**src/rtl/lab3_pkg.sv**
```systemverilog
// Shared definitions for the lab3 self-test sequencer.
//   state_t        : sequencer states
//   NUM_VEC        : number of input vectors swept ({a,b,c} = 0..7)
//   GOLDEN_DEFAULT : expected {y,x} word for a fault-free lab3 block
//   lab3_ref()     : reference model of lab3, returns {y,x} for vector {a,b,c}
package lab3_pkg;

    typedef enum logic [1:0] {
        IDLE  = 2'd0,
        DRIVE = 2'd1,
        CHECK = 2'd2
    } state_t;

    localparam int          NUM_VEC        = 8;
    localparam logic [15:0] GOLDEN_DEFAULT = 16'hE441;

    function automatic logic [1:0] lab3_ref(input logic [2:0] v);
        logic a, b, c, x, y;
        a = v[2];
        b = v[1];
        c = v[0];
        x = ~(c ^ (a | b));
        y = a & b;
        return {y, x};
    endfunction

endpackage

```
**src/rtl/lab3_dwell_timer.sv**
```systemverilog
// Dwell timer for the lab3 sweep sequencer.
//   clk  : system clock
//   rst  : asynchronous active-high reset
//   clr  : synchronous clear of the count (dominates en)
//   en   : advance the count; wraps to 0 after DWELL-1
//   tick : high while count == DWELL-1 (always high when DWELL == 1)
module lab3_dwell_timer #(
    parameter int DWELL = 4
) (
    input  logic clk,
    input  logic rst,
    input  logic clr,
    input  logic en,
    output logic tick
);

    localparam int CW = (DWELL > 1) ? $clog2(DWELL) : 1;

    logic [CW-1:0] count_q, count_d;

    assign tick = (count_q == CW'(DWELL - 1));

    always_comb begin
        count_d = count_q;
        if (clr) begin
            count_d = '0;
        end else if (en) begin
            count_d = tick ? '0 : count_q + CW'(1);
        end
    end

    always_ff @(posedge clk or posedge rst) begin
        if (rst) begin
            count_q <= '0;
        end else begin
            count_q <= count_d;
        end
    end

endmodule

```
**src/rtl/lab3_sweep_ctrl.sv**
```systemverilog
// Self-test sequencer for the lab3 combinational block.
// Sweeps {a,b,c} through 0..7, holding each vector DWELL cycles, captures
// {y,x} at the end of each dwell and compares the collected word to GOLDEN.
//   clk, rst        : system clock, asynchronous active-high reset
//   start, abort    : begin a sweep / cancel the sweep in progress
//   x_in, y_in      : outputs of the lab3 block under test
//   a_out..c_out    : lab3 inputs (vector bits 2..0)
//   busy            : sweep in progress (DRIVE or CHECK)
//   done            : one-cycle pulse when the sweep completes
//   pass            : result == GOLDEN, valid from done until next start
//   result, err_cnt : captured {y,x} pairs, number of mismatching vectors
//
// state | meaning
// IDLE  | waiting for start; outputs hold last sweep
// DRIVE | driving vector v, capture at end of each dwell
// CHECK | one cycle; compare result and pulse done
module lab3_sweep_ctrl
    import lab3_pkg::*;
#(
    parameter int          DWELL  = 4,
    parameter logic [15:0] GOLDEN = GOLDEN_DEFAULT
) (
    input  logic        clk,
    input  logic        rst,
    input  logic        start,
    input  logic        abort,
    input  logic        x_in,
    input  logic        y_in,
    output logic        a_out,
    output logic        b_out,
    output logic        c_out,
    output logic        busy,
    output logic        done,
    output logic        pass,
    output logic [15:0] result,
    output logic [3:0]  err_cnt
);

    state_t      state_q, state_d;
    logic [2:0]  v_q, v_d;
    logic [15:0] result_q, result_d;
    logic [3:0]  err_q, err_d;
    logic        pass_q, pass_d;
    logic        done_q, done_d;
    logic        busy_q, busy_d;
    logic        tick;
    logic [1:0]  pair;
    logic [3:0]  slice_idx;

    // Count only runs in DRIVE, so every dwell starts from zero.
    lab3_dwell_timer #(
        .DWELL (DWELL)
    ) u_timer (
        .clk  (clk),
        .rst  (rst),
        .clr  (state_q != DRIVE),
        .en   (state_q == DRIVE),
        .tick (tick)
    );

    assign pair      = {y_in, x_in};
    assign slice_idx = {v_q, 1'b0};

    always_comb begin
        state_d  = state_q;
        v_d      = v_q;
        result_d = result_q;
        err_d    = err_q;
        pass_d   = pass_q;
        done_d   = 1'b0;
        case (state_q)
            IDLE: begin
                // abort dominates a simultaneous start
                if (start && !abort) begin
                    state_d  = DRIVE;
                    v_d      = '0;
                    result_d = '0;
                    err_d    = '0;
                    pass_d   = 1'b0;
                end
            end
            DRIVE: begin
                if (abort) begin
                    state_d = IDLE;
                    v_d     = '0;
                    pass_d  = 1'b0;
                end else if (tick) begin
                    result_d[slice_idx +: 2] = pair;
                    if (pair != GOLDEN[slice_idx +: 2]) begin
                        err_d = err_q + 4'd1;
                    end
                    if (v_q == 3'(NUM_VEC - 1)) begin
                        state_d = CHECK;
                    end else begin
                        v_d = v_q + 3'd1;
                    end
                end
            end
            CHECK: begin
                state_d = IDLE;
                v_d     = '0;
                if (abort) begin
                    pass_d = 1'b0;
                end else begin
                    pass_d = (result_q == GOLDEN);
                    done_d = 1'b1;
                end
            end
            default: begin
                state_d = IDLE;
                v_d     = '0;
            end
        endcase
        busy_d = (state_d != IDLE);
    end

    always_ff @(posedge clk or posedge rst) begin
        if (rst) begin
            state_q  <= IDLE;
            v_q      <= '0;
            result_q <= '0;
            err_q    <= '0;
            pass_q   <= 1'b0;
            done_q   <= 1'b0;
            busy_q   <= 1'b0;
        end else begin
            state_q  <= state_d;
            v_q      <= v_d;
            result_q <= result_d;
            err_q    <= err_d;
            pass_q   <= pass_d;
            done_q   <= done_d;
            busy_q   <= busy_d;
        end
    end

    assign a_out   = v_q[2];
    assign b_out   = v_q[1];
    assign c_out   = v_q[0];
    assign busy    = busy_q;
    assign done    = done_q;
    assign pass    = pass_q;
    assign result  = result_q;
    assign err_cnt = err_q;

endmodule
```
**config.mk**
```make
export PLATFORM = sky130hd
export DESIGN_NAME = lab3_sweep_ctrl
export DESIGN_NICKNAME = d
export VERILOG_FILES = /design/src/rtl/lab3_pkg.sv /design/src/rtl/lab3_dwell_timer.sv /design/src/rtl/lab3_sweep_ctrl.sv
export SDC_FILE = /design/constraint.sdc
export NUM_CORES = 1
export LEC_CHECK = 0
export ABC_AREA = 1
export CAP_MARGIN = 5
export CORE_MARGIN = 10
export CORE_UTILIZATION = 55
export CTS_BUF_LIST = sky130_fd_sc_hd__clkbuf_2 sky130_fd_sc_hd__clkbuf_4 sky130_fd_sc_hd__clkbuf_8
export DETAILED_ROUTE_END_ITERATION = 10
export GPL_ROUTABILITY_DRIVEN = 0
export PLACE_DENSITY = 0.83
export SYNTH_ARGS = -nofsm -noshare
export SYNTH_HDL_FRONTEND = slang
export SYNTH_SLANG_ARGS = --single-unit
```
**constraint.sdc**
```tcl
create_clock -name clk -period 2.24 [get_ports clk]
set_input_delay 0.448 -clock clk [delete_from_list [all_inputs] [get_ports clk]]
set_output_delay 0.448 -clock clk [all_outputs]
set_load 0.01 [all_outputs]
```
==> qor.csv <==
stage,metric,value,unit
outcome,status,"complete, no violations",
final_layout,Final Net Count,270,
global_routing,total track usage,13.9,%
clock_tree,Clock Pin Slew Worst Setup and Hold Paths,0.08,ns
critical_path,Worst setup SP type,flip-flop,
yosys,asr flop ratio synth,100,%
critical_path,"delay-heaviest family, CP",buffers and inverters,
timing,PnR worst setup slack,0.332,ns
placed_design,PortBufs,31,
power,share of total power in combinational logic,22.1,%
yosys,Synth Warn #,0,
yosys,syn nets,233,
route,Vias,1481,
clock_tree,CTS tree,built,
clock_tree,clock latency on the worst-skew pair,0.33,ns
timing,worst-margin pin slew,0.448,ns
placed_design,pre-CTS setup slack,0.270,ns
global_routing,first-pass GRT wire length,6060,um
power,Psw,348,uW
timing,Max Transition Viols Final,0,
placed_design,dpl hpwl,2770,um
route,Antenna Nets Post-Route,0,
floorplan,Row Count,20,
timing,Clock Skew,0.00664,ns
yosys,Cells after Synth,221,
floorplan,Core Region,3000,um^2
power,Net Sw Frac,30.2,%
critical_path,CP required,1.79,ns
clock_tree,CTS Root Cell,clkbuf_4,
final_layout,share of layout cells above drive strength 1,9.69,%
global_routing,largest net degree at the start of global routing,31,
final_layout,register area,751,um^2
critical_path,critical-path maximum fanout,9,
critical_path,Worst path max stage delay,0.61,ns
yosys,Synth top area share,43.9,%
timing,Final Hold Vio Count,0,
run,Max-Cap Viols,0,
worst_hold_path,Hold Path Class,reg -> reg,
placed_design,Placed Instances,284,
clock_tree,clk sinks,30,
yosys,"area leader, netlist",dfrtp_1,
timing,Rel. slew slack,69.8,%
yosys,"count leader, synth",nand2_1,
timing,f_max,524,MHz
yosys,"flops & latches, synth",30,
yosys,Synth area leaders,"dfrtp_1, nand2_1, nor2_1, ha_1, inv_1",
timing,crit share post-route,85.2,%
clock_tree,post-CTS setup buffer count,0,
floorplan,Ports,32,
floorplan,Starting Density,56.9,%
clock_tree,# H-tree levels,2,
timing,endpoints failing setup,0,
global_routing,initial antenna violation count,0,
critical_path,CP bufs+invs,1,
critical_path,Register-to-Register Path Depth,8,
power,Cell Int Power,802,uW
clock_tree,post-CTS resize count,0,
critical_path,critical path type,reg -> out,
power,P_leak,0.00111,uW
final_layout,Finished Core Util,69.8,%
power,Sequential Power Share,51.2,%
yosys,"Avg Cell Area, Syn",7.73,um^2
power,clock group share of total power,26.6,%
timing,setup TNS,0,ns
critical_path,CP Cell Sequence,clkdlybuf4s50_1,
route,DRT iter0 DRCs,122,
floorplan,die height,75.7,um
yosys,Post-synth EDFFs,0,
route,final WL,3610,um
global_routing,vias in the first global route,1321,
final_layout,Area growth syn-to-layout,22.5,%
worst_hold_path,hold path cells,1,
power,worst vdd ir,0.368,mV
clock_tree,CTS max path bufs,2,
route,1st-pass router iterations,4,
route,Avg WL per Cell,12.4,um
power,PwrDens,549,nW/um^2
floorplan,die area,5740,um^2
yosys,sequential fraction of the synthesis area,43.9,%
yosys,post-synthesis cell type count,22,
final_layout,n_diodes,0,
floorplan,die width,75.7,um
yosys,Synth top cells by count,"nand2_1, dfrtp_1, nor2_1",
global_routing,grt total ovfl,0,
critical_path,CP Depth,1,
clock_tree,post-cts hold buffer count,0,
route,vias per cell,5.09,
final_layout,area occupied by multi-input gates,857,um^2
final_layout,fin cells,291,
timing,unrepaired setup endpoints after global routing,false,
timing,time the worst path needs with I/O delays and setup,1.91,ns
route,number of remaining DRC errors,0,
final_layout,fillers,240,
clock_tree,Num CTS Buffers,5,
yosys,Synth Flop Type,dfrtp_1,
yosys,Post-Syn Area,1710,um^2
critical_path,critical path arrival,1.46,ns
critical_path,CP Capture Type,output pin,
critical_path,critical path's slowest cell,clkdlybuf4s50_1,
[area by class of cell]
class	count	share of cell area (%)
multi-input combinational	169	40.9
timing repair buffer	32	15.2
inverter	20	3.58
clock buffer	7	2.51
tap	33	1.97
sequential	30	35.8
[cells by family after synthesis]
family	count (synthesis)	synth area share, %
and+or+nand+nor	147	39.2
adders and majority gates	6	4.39
AOI/OAI and AO/OA	15	6.08
buffers and inverters	22	5.93
xor gates and xnor gates	1	0.513
DFF	30	43.9
[power groups by stage]
stage               sequential, uW  combinational (uW)  clock, uW
floorplan                      603                 177          0
global placement               599                 252          0
detailed placement             600                 255          0
CTS                            589                 257        318
global route                   594                 288        341
finish                         589                 254        306
[flip-flops by register name, summed over array words and instances (netlist names)]
| name | count |
|---|---|
| result | 16 |
| state_q | 2 |
| done | 1 |
| v_q | 3 |
| pass | 1 |
| err_cnt | 4 |
| u_timer.count_q | 2 |
| busy | 1 |
[metal layers]
layer	share of wire (%)	GRT usage, %
met5	0	0
met4	1.5	5.57
met3	6.2	5.34
met2	46	21.2
met1	47	17.1
[metrics by stage]
stage,hold slack [ns],total power (uW),instance area (um^2)
3_5_place_dp,0.431,855,2040
4_1_cts,0.444,1160,2090
6_report,0.444,1150,2090
5_1_grt,0.473,1220,2090
3_3_place_gp,0.428,852,2040
2_1_floorplan,0.414,780,1710
[path summary, 6_finish.rpt]
kind	end	start	slack (ns)
max reg2reg	result[7]	v_q[0]	0.49
min reg2reg	u_timer.count_q[0]	u_timer.count_q[0]	0.44
min	u_timer.count_q[0]	u_timer.count_q[0]	0.44
max in group asynchronous	v_q[1]	rst	1.48
max	a_out	v_q[2]	0.33
min in group asynchronous	u_timer.count_q[1]	rst	0.49
[cell usage in the layout, fill, tap and decap left out]
master,netlist,layout
nand2_1,93,93
o211ai_1,1,1
inv_2,2,2
o21ai_0,7,7
nand3b_1,3,3
inv_1,18,18
dfrtp_1,30,30
a21oi_1,1,1
nand2_4,2,2
clkdlybuf4s50_1,0,31
nor2_1,22,22
clkbuf_4,0,7
nand2_2,7,7
nand4_1,3,3
ha_1,6,6
nor2_8,3,3
o21bai_1,3,3
nand3_1,11,11
xnor2_1,1,1
buf_4,0,1
o21ai_2,2,2
o21ai_4,1,1
nor3_1,3,3
No activity file was read; power rests on OpenSTA's default activity.
